==> src/rtl/inst_cache_pkg.sv <==
// Shared types and address-split helpers for the direct-mapped instruction cache.
package inst_cache_pkg;

  typedef enum logic [1:0] {
    ST_IDLE,
    ST_REQ,
    ST_FILL,
    ST_DONE
  } state_t;

  localparam int unsigned DEF_LINES      = 8;
  localparam int unsigned DEF_LINE_WORDS = 4;

  function automatic int unsigned off_bits(input int unsigned line_words);
    return $clog2(line_words);
  endfunction

  function automatic int unsigned idx_bits(input int unsigned lines);
    return $clog2(lines);
  endfunction

  // Byte-offset bits [1:0] never take part in lookup.
  function automatic int unsigned tag_bits(input int unsigned lines, input int unsigned line_words);
    return 30 - off_bits(line_words) - idx_bits(lines);
  endfunction

endpackage

==> src/rtl/inst_cache_array.sv <==
// Tag/valid/data storage: one combinational read port, one word write port, tag write, clear-all.
module inst_cache_array
  import inst_cache_pkg::*;
#(
  parameter int unsigned LINES      = DEF_LINES,
  parameter int unsigned LINE_WORDS = DEF_LINE_WORDS,
  localparam int unsigned OW = off_bits(LINE_WORDS),
  localparam int unsigned IW = idx_bits(LINES),
  localparam int unsigned TW = tag_bits(LINES, LINE_WORDS)
) (
  input  logic          CLK,
  input  logic          RST,
  input  logic          clear_all,
  input  logic [IW-1:0] rd_index,
  input  logic [OW-1:0] rd_offset,
  output logic          rd_valid,
  output logic [TW-1:0] rd_tag,
  output logic [31:0]   rd_word,
  input  logic          wr_en,
  input  logic [IW-1:0] wr_index,
  input  logic [OW-1:0] wr_offset,
  input  logic [31:0]   wr_word,
  input  logic          tag_we,
  input  logic [TW-1:0] tag_wdata,
  input  logic          set_valid
);

  logic [LINES-1:0] valid_q;
  logic [TW-1:0]    tag_q  [LINES];
  logic [31:0]      data_q [LINES*LINE_WORDS];

  assign rd_valid = valid_q[rd_index];
  assign rd_tag   = tag_q[rd_index];
  assign rd_word  = data_q[{rd_index, rd_offset}];

  // Clear-all wins over a same-cycle tag commit so an invalidate is never lost.
  always_ff @(posedge CLK) begin
    if (RST) begin
      valid_q <= '0;
    end else if (clear_all) begin
      valid_q <= '0;
    end else if (tag_we && set_valid) begin
      valid_q[wr_index] <= 1'b1;
    end
  end

  always_ff @(posedge CLK) begin
    if (wr_en) begin
      data_q[{wr_index, wr_offset}] <= wr_word;
    end
    if (tag_we) begin
      tag_q[wr_index] <= tag_wdata;
    end
  end

endmodule

==> src/rtl/inst_cache.sv <==
// Direct-mapped read-only instruction cache with whole-line refill.
// Optional performance counters PERF_HIT/PERF_MISS when INST_CACHE_PERF_EN is defined.
module inst_cache
  import inst_cache_pkg::*;
#(
  parameter int unsigned LINES      = DEF_LINES,
  parameter int unsigned LINE_WORDS = DEF_LINE_WORDS
) (
  input  logic        CLK,
  input  logic        RST,
  input  logic        INST_RDEN,
  input  logic [31:0] INST_RIADDR,
  output logic        INST_RVALID,
  output logic [31:0] INST_ROADDR,
  output logic [31:0] INST_RDATA,
  output logic        MMU_WAIT,
  input  logic        INVALIDATE,
  output logic        MEM_ARVALID,
  input  logic        MEM_ARREADY,
  output logic [31:0] MEM_ARADDR,
  input  logic        MEM_RVALID,
  input  logic [31:0] MEM_RDATA
`ifdef INST_CACHE_PERF_EN
  ,
  output logic [31:0] PERF_HIT,
  output logic [31:0] PERF_MISS
`endif
);

  localparam int unsigned OW       = off_bits(LINE_WORDS);
  localparam int unsigned IW       = idx_bits(LINES);
  localparam int unsigned TW       = tag_bits(LINES, LINE_WORDS);
  localparam int unsigned LINE_LSB = OW + 2;

  state_t        state_q, state_d;
  logic [31:0]   line_base_q;
  logic [OW-1:0] beat_q;
  logic          drop_q;

  logic [OW-1:0] req_off;
  logic [IW-1:0] req_idx;
  logic [TW-1:0] req_tag;
  logic [IW-1:0] fill_idx;
  logic [TW-1:0] fill_tag;

  logic          rd_valid;
  logic [TW-1:0] rd_tag;
  logic [31:0]   rd_word;
  logic          hit;
  logic          miss_start;
  logic          wr_en;
  logic          tag_we;
  logic          resp_fire;

  assign req_off  = INST_RIADDR[OW+1:2];
  assign req_idx  = INST_RIADDR[OW+IW+1:OW+2];
  assign req_tag  = INST_RIADDR[31:OW+IW+2];
  assign fill_idx = line_base_q[OW+IW+1:OW+2];
  assign fill_tag = line_base_q[31:OW+IW+2];

  inst_cache_array #(
    .LINES      (LINES),
    .LINE_WORDS (LINE_WORDS)
  ) u_array (
    .CLK       (CLK),
    .RST       (RST),
    .clear_all (INVALIDATE),
    .rd_index  (req_idx),
    .rd_offset (req_off),
    .rd_valid  (rd_valid),
    .rd_tag    (rd_tag),
    .rd_word   (rd_word),
    .wr_en     (wr_en),
    .wr_index  (fill_idx),
    .wr_offset (beat_q),
    .wr_word   (MEM_RDATA),
    .tag_we    (tag_we),
    .tag_wdata (fill_tag),
    .set_valid (!drop_q && !INVALIDATE)
  );

  assign hit        = rd_valid && (rd_tag == req_tag);
  assign MMU_WAIT   = (state_q != ST_IDLE) || (INST_RDEN && !hit);
  assign MEM_ARADDR = line_base_q;
  assign resp_fire  = (state_q == ST_IDLE) && INST_RDEN && hit;

  always_ff @(posedge CLK) begin
    if (RST) begin
      state_q <= ST_IDLE;
    end else begin
      state_q <= state_d;
    end
  end

  always_comb begin
    state_d     = state_q;
    MEM_ARVALID = 1'b0;
    wr_en       = 1'b0;
    tag_we      = 1'b0;
    miss_start  = 1'b0;
    case (state_q)
      ST_IDLE: begin
        if (INST_RDEN && !hit) begin
          miss_start = 1'b1;
          state_d    = ST_REQ;
        end
      end
      ST_REQ: begin
        MEM_ARVALID = 1'b1;
        if (MEM_ARREADY) begin
          state_d = ST_FILL;
        end
      end
      ST_FILL: begin
        if (MEM_RVALID) begin
          wr_en = 1'b1;
          if (beat_q == OW'(LINE_WORDS - 1)) begin
            state_d = ST_DONE;
          end
        end
      end
      ST_DONE: begin
        tag_we  = 1'b1;
        state_d = ST_IDLE;
      end
      default: state_d = ST_IDLE;
    endcase
  end

  // The drop flag remembers an invalidate that landed mid-refill so DONE leaves the line invalid.
  always_ff @(posedge CLK) begin
    if (RST) begin
      line_base_q <= '0;
      beat_q      <= '0;
      drop_q      <= 1'b0;
    end else begin
      if (miss_start) begin
        line_base_q <= {INST_RIADDR[31:LINE_LSB], {LINE_LSB{1'b0}}};
      end
      if (state_q == ST_REQ && MEM_ARREADY) begin
        beat_q <= '0;
      end else if (wr_en) begin
        beat_q <= beat_q + 1'b1;
      end
      if (state_q != ST_IDLE && state_d == ST_IDLE) begin
        drop_q <= 1'b0;
      end else if (INVALIDATE && state_q != ST_IDLE) begin
        drop_q <= 1'b1;
      end
    end
  end

  always_ff @(posedge CLK) begin
    if (RST) begin
      INST_RVALID <= 1'b0;
      INST_ROADDR <= '0;
      INST_RDATA  <= '0;
    end else begin
      INST_RVALID <= resp_fire;
      if (resp_fire) begin
        INST_ROADDR <= INST_RIADDR;
        INST_RDATA  <= rd_word;
      end
    end
  end

`ifdef INST_CACHE_PERF_EN
  always_ff @(posedge CLK) begin
    if (RST) begin
      PERF_HIT  <= '0;
      PERF_MISS <= '0;
    end else begin
      if (resp_fire) begin
        PERF_HIT <= PERF_HIT + 32'd1;
      end
      if (miss_start) begin
        PERF_MISS <= PERF_MISS + 32'd1;
      end
    end
  end
`endif

endmodule

==> config.mk <==
export PLATFORM = sky130hd
export DESIGN_NAME = inst_cache
export DESIGN_NICKNAME = d
export VERILOG_FILES = /design/src/rtl/inst_cache_pkg.sv /design/src/rtl/inst_cache_array.sv /design/src/rtl/inst_cache.sv
export SDC_FILE = /design/constraint.sdc
export NUM_CORES = 1
export LEC_CHECK = 0
export BUFFER_PORTS_ARGS = -buffer_cell sky130_fd_sc_hd__buf_2
export CAP_MARGIN = 30
export CORE_MARGIN = 2
export CORE_UTILIZATION = 40
export CTS_BUF_LIST = sky130_fd_sc_hd__clkbuf_8 sky130_fd_sc_hd__clkbuf_16
export DETAILED_ROUTE_END_ITERATION = 6
export PLACE_DENSITY = 0.65
export REMOVE_ABC_BUFFERS = 1
export SYNTH_ARGS = -nofsm -noshare
export SYNTH_HDL_FRONTEND = slang
export SYNTH_SLANG_ARGS = --single-unit
==> constraint.sdc <==
create_clock -name CLK -period 3.6 [get_ports CLK]
set_clock_uncertainty 0.05 [all_clocks]
set_input_delay 0.18 -clock CLK [delete_from_list [all_inputs] [get_ports CLK]]
set_output_delay 0.18 -clock CLK [all_outputs]
set_load 0.03 [all_outputs]
==> summary.txt <==
Run status
  – Status: completed

STA
  – Max Slew Vio Count: 0
  – Final Critical Period: approximately 3400 ps
  – Worst Tran Pin Value: 1030 ps
  – Fmax: ~290 MHz
  – RSZ-0062 raised after global routing: no
  – Final setup viols: 0
  – Slew HR: 0.312
  – Final Cycle Share: 0.945
  – Min Hold Slack: about 48 ps
  – Hold Violations, Final: 0
  – Fin worst setup slack: 198 ps

Synthesis
  – Synth unique cells: 42
  – Largest family of logic cells by synthesized area: multiplexers
  – Synth Flop Type: edfxtp_1
  – Post-synth EDFFs: about 1200
  – Yosys top cell area share: 0.722
  – Post-Syn Area: 50900 sq um
  – Compound-Gate Fraction of Synth Area: 0.00423
  – Post-synthesis cell count: ~2300
  – Yosys warnings: 0
  – Ranking of synthesized cells by area: edfxtp_1, mux4_2, dfxtp_1
  – Mux share of post-synthesis cell area: 0.194
  – Sequential area share after synthesis: 0.764
  – Simple-gate share of the synthesized area: 0.0207
  – Leading area contributor after synthesis: edfxtp_1
  – Synth Area in XOR/XNOR: 0.00361
  – Mean Syn Cell Area: 22.3 sq um
  – Post-Synth Adder-Cell Area: 0.000983
  – Post-synthesis async set-or-reset flop share: 0
  – Number of synthesized register bits: roughly 1300

Setup path
  – Maximum fanout along the worst path: 2
  – CP delay by family, top: simple AND/OR/NAND/NOR gates
  – Critical path cell sequence: mux4_2 > mux2i_2 > xor2_1 > nand4_1 > nor4_4 > nand3_2 > a211o_1 > buf_2
  – Largest stage delay, worst path: 490 ps
  – Register-to-Register Setup Slack: 270 ps
  – Setup crit end kind: output port
  – R2R cell count: 10
  – Worst R2R End: INST_ROADDR[1]
  – Worst Path Buf+Inv: 1
  – Setup CP Type: flop to output port
  – Crit path launch type: flop
  – Worst Path Arrival: 3170 ps
  – CP max stage cell: mux4_2
  – Reg2Reg Launch Point: u_array.tag_q[5][19]
  – Req. time, crit path: roughly 3400 ps

Detailed routing
  – Vias: roughly 25000
  – Iteration-0 DRC Markers: just under 3000
  – First-pass detailed-route iteration total: 5
  – Post-Route WL: 122000 um
  – Post-DRT Antenna Nets: 0
  – Drt wl/cell: 27.8 um
  – Avg Vias per Cell: ~5.6
  – Final routed DRC violation total: 0

CTS
  – CTS Buffer Depth: 3
  – Sink Count: about 1300
  – Clock Root Buffer: clkbuf_16
  – Htree depth: 4
  – Clock slew at reported path FFs: 50 ps
  – Total CTS buffers: roughly 130
  – CTS tree: built
  – Clk Latency, worst-skew pair: 760 ps

Hold path
  – Hold Startpoint: INST_RIADDR[5]
  – WHS Path Cells: 4
  – Hold EP: INST_ROADDR[5]
  – Hold Path Class: input port to flop

Finish
  – Fillers: 10200
  – NumNets Final: 2711
  – Layout cells sized above 1: 0.331
  – Reg area: between 30000 and 40000 sq um
  – Area of the multi-input gates: approximately 12000 sq um
  – Final Util: 0.473
  – Final Cell Area: between 50000 and 60000 sq um
  – Area Overhead vs Synth: 17.0%

Global route
  – Vias in the first global route: about 25000
  – Largest net degree at the start of global routing: 62
  – Initial antenna violation count: 5
  – Tot GR Track Use: 0.186
  – Grt ovf: 0
  – First-pass GRT wire length: ~170000 um

Floorplan
  – Row Count: 130
  – Die height: around 360 um
  – Starting density of the core: 0.404
  – I/O pins: 169
  – Core area: approximately 130000 sq um
  – Die Area: about 130000 sq um
  – Die Wd: approximately 360 um

Power and ir drop
  – P_leak: around 20 nW
  – Total power: around 0.032 W
  – Maximum vdd drop: 0.000503 V
  – Power density cells: around 530 nW/um^2

Placement
  – Post-DP Area: about 55000 sq um
  – IO Port Bufs: roughly 160
  – HPWL Detailed: ~65000 um
  – GPL Wtd Cong: approximately 0.75
  – Pre-CTS WS: -8.48 ps

Run
  – Max cap viols: 0
## where the power goes
| part | leakage, nW | internal [W] | switching (W) | total, W |
|---|---|---|---|---|
| Combinational | 5.90 | 0.000676 | 0.000803 | 0.00148 |
| Clock | 2.19 | 0.00744 | 0.00589 | 0.0133 |
| Sequential | 11.9 | 0.0169 | 0.0000793 | 0.0170 |
## repair_timing
action	in CTS	in global routing
endpoints found under the setup margin	1	2
gates resized for setup	1	6
hold buffers	68	0
buffers inserted	0	7
pin swaps	0	5
hold endpoints to repair	1106	0
## per-layer routing
| metal | vias to the layer above | wire length, um | global-route usage | share of wire |
|---|---|---|---|---|
| li1 | 10200 | - | - | - |
| met4 | 6 | 2500 | 0.0512 | 0.020 |
| met5 | - | 36 | 0 | 0.00029 |
| met1 | 13100 | 50100 | 0.261 | 0.41 |
| met2 | 1166 | 58800 | 0.297 | 0.48 |
| met3 | 190 | 10700 | 0.0400 | 0.088 |
## final cells by class
| cell class | instances | share of cell area |
|---|---|---|
| flip-flops and latches | 1330 | 0.653 |
| multi-input cells | 814 | 0.196 |
| clock buffers | 146 | 0.0594 |
| repair buffers | 348 | 0.0450 |
| well taps | 1650 | 0.0347 |
| clock inverters | 99 | 0.0116 |
| inverters | 9 | 0.000567 |
| diodes | 1 | 0.0000420 |
## per-stage QoR
stage / cells / setup TNS, ps
final: 4397 / 0
after global routing: 4397 / 0
after CTS: 4390 / 0
after detailed placement: 4077 / -8.48
after global placement: 4077 / 0
after floorplan: 2153 / -99930
## cells in the final DEF (no fill, tap or decap), drive strengths merged, types with 5 or more instances in the layout
cell type    netlist  routed
nor2             120     120
xor2              15      15
dlygate4sd3        0      68
and3               5       5
clkinv             0      44
dfxtp            106     106
clkinvlp           0       6
clkbuf            69     147
a22oi              9       9
a21oi             14      14
mux4             359     359
nand2              9       9
inv                9      54
edfxtp          1224    1224
mux2              34      34
xnor2              6       6
mux2i            140     140
nor2b              5       5
nand2b            58      58
buf               59     279
## kinds of logic (layout without fill, tap and decap cells)
logic type	count (synthesis)	count (layout)
other cells	1	5
simple gates	218	218
compound gates	34	34
xor+xnor	21	21
buf+inv	137	602
fa+ha+maj	4	4
flops	1330	1330
mux	533	533
## worst max path at each step
stage | startpoint | to | slack, ps | cells past startpoint
2_1_floorplan | u_array.tag_q[7][6] | INST_RDATA[0] | -1540 | 8
3_3_place_gp | INST_RIADDR[4] | INST_ROADDR[20] | 100 | 13
3_5_place_dp | INST_RIADDR[4] | INST_ROADDR[0] | -8 | 13
4_1_cts | u_array.tag_q[0][3] | MMU_WAIT | 30 | 9
5_1_grt | u_array.tag_q[7][4] | MMU_WAIT | 30 | 8
6_report | u_array.tag_q[5][19] | MMU_WAIT | 200 | 8
## synth_stat cells (all sizes together) (14+ instances only)
master and instances:
a21oi 14, buf 59, clkbuf 69, dfxtp 106, edfxtp 1224, mux2 34
mux2i 140, mux4 359, nand2b 58, nor2 120, xor2 15
## worst register-to-register path, stage by stage (launching register included)
cell           delay (ps)
edfxtp_1              360
mux4_2                490
mux2i_2               210
xor2_1                160
nand4_1               230
nor4_4                370
nand4_1               230
buf_6                 260
mux2i_2               210
nor2_1                 50
dlygate4sd3_1         580
## registers in the layout (all words and copies together), names as in the netlist
signal	flops
INST_RVALID	1
state_q	2
INST_ROADDR	32
u_array.tag_q	200
u_array.valid_q	8
drop_q	1
MEM_ARADDR	28
u_array.data_q	1024
beat_q	2
INST_RDATA	32
(Power assumes the default switching activity.)
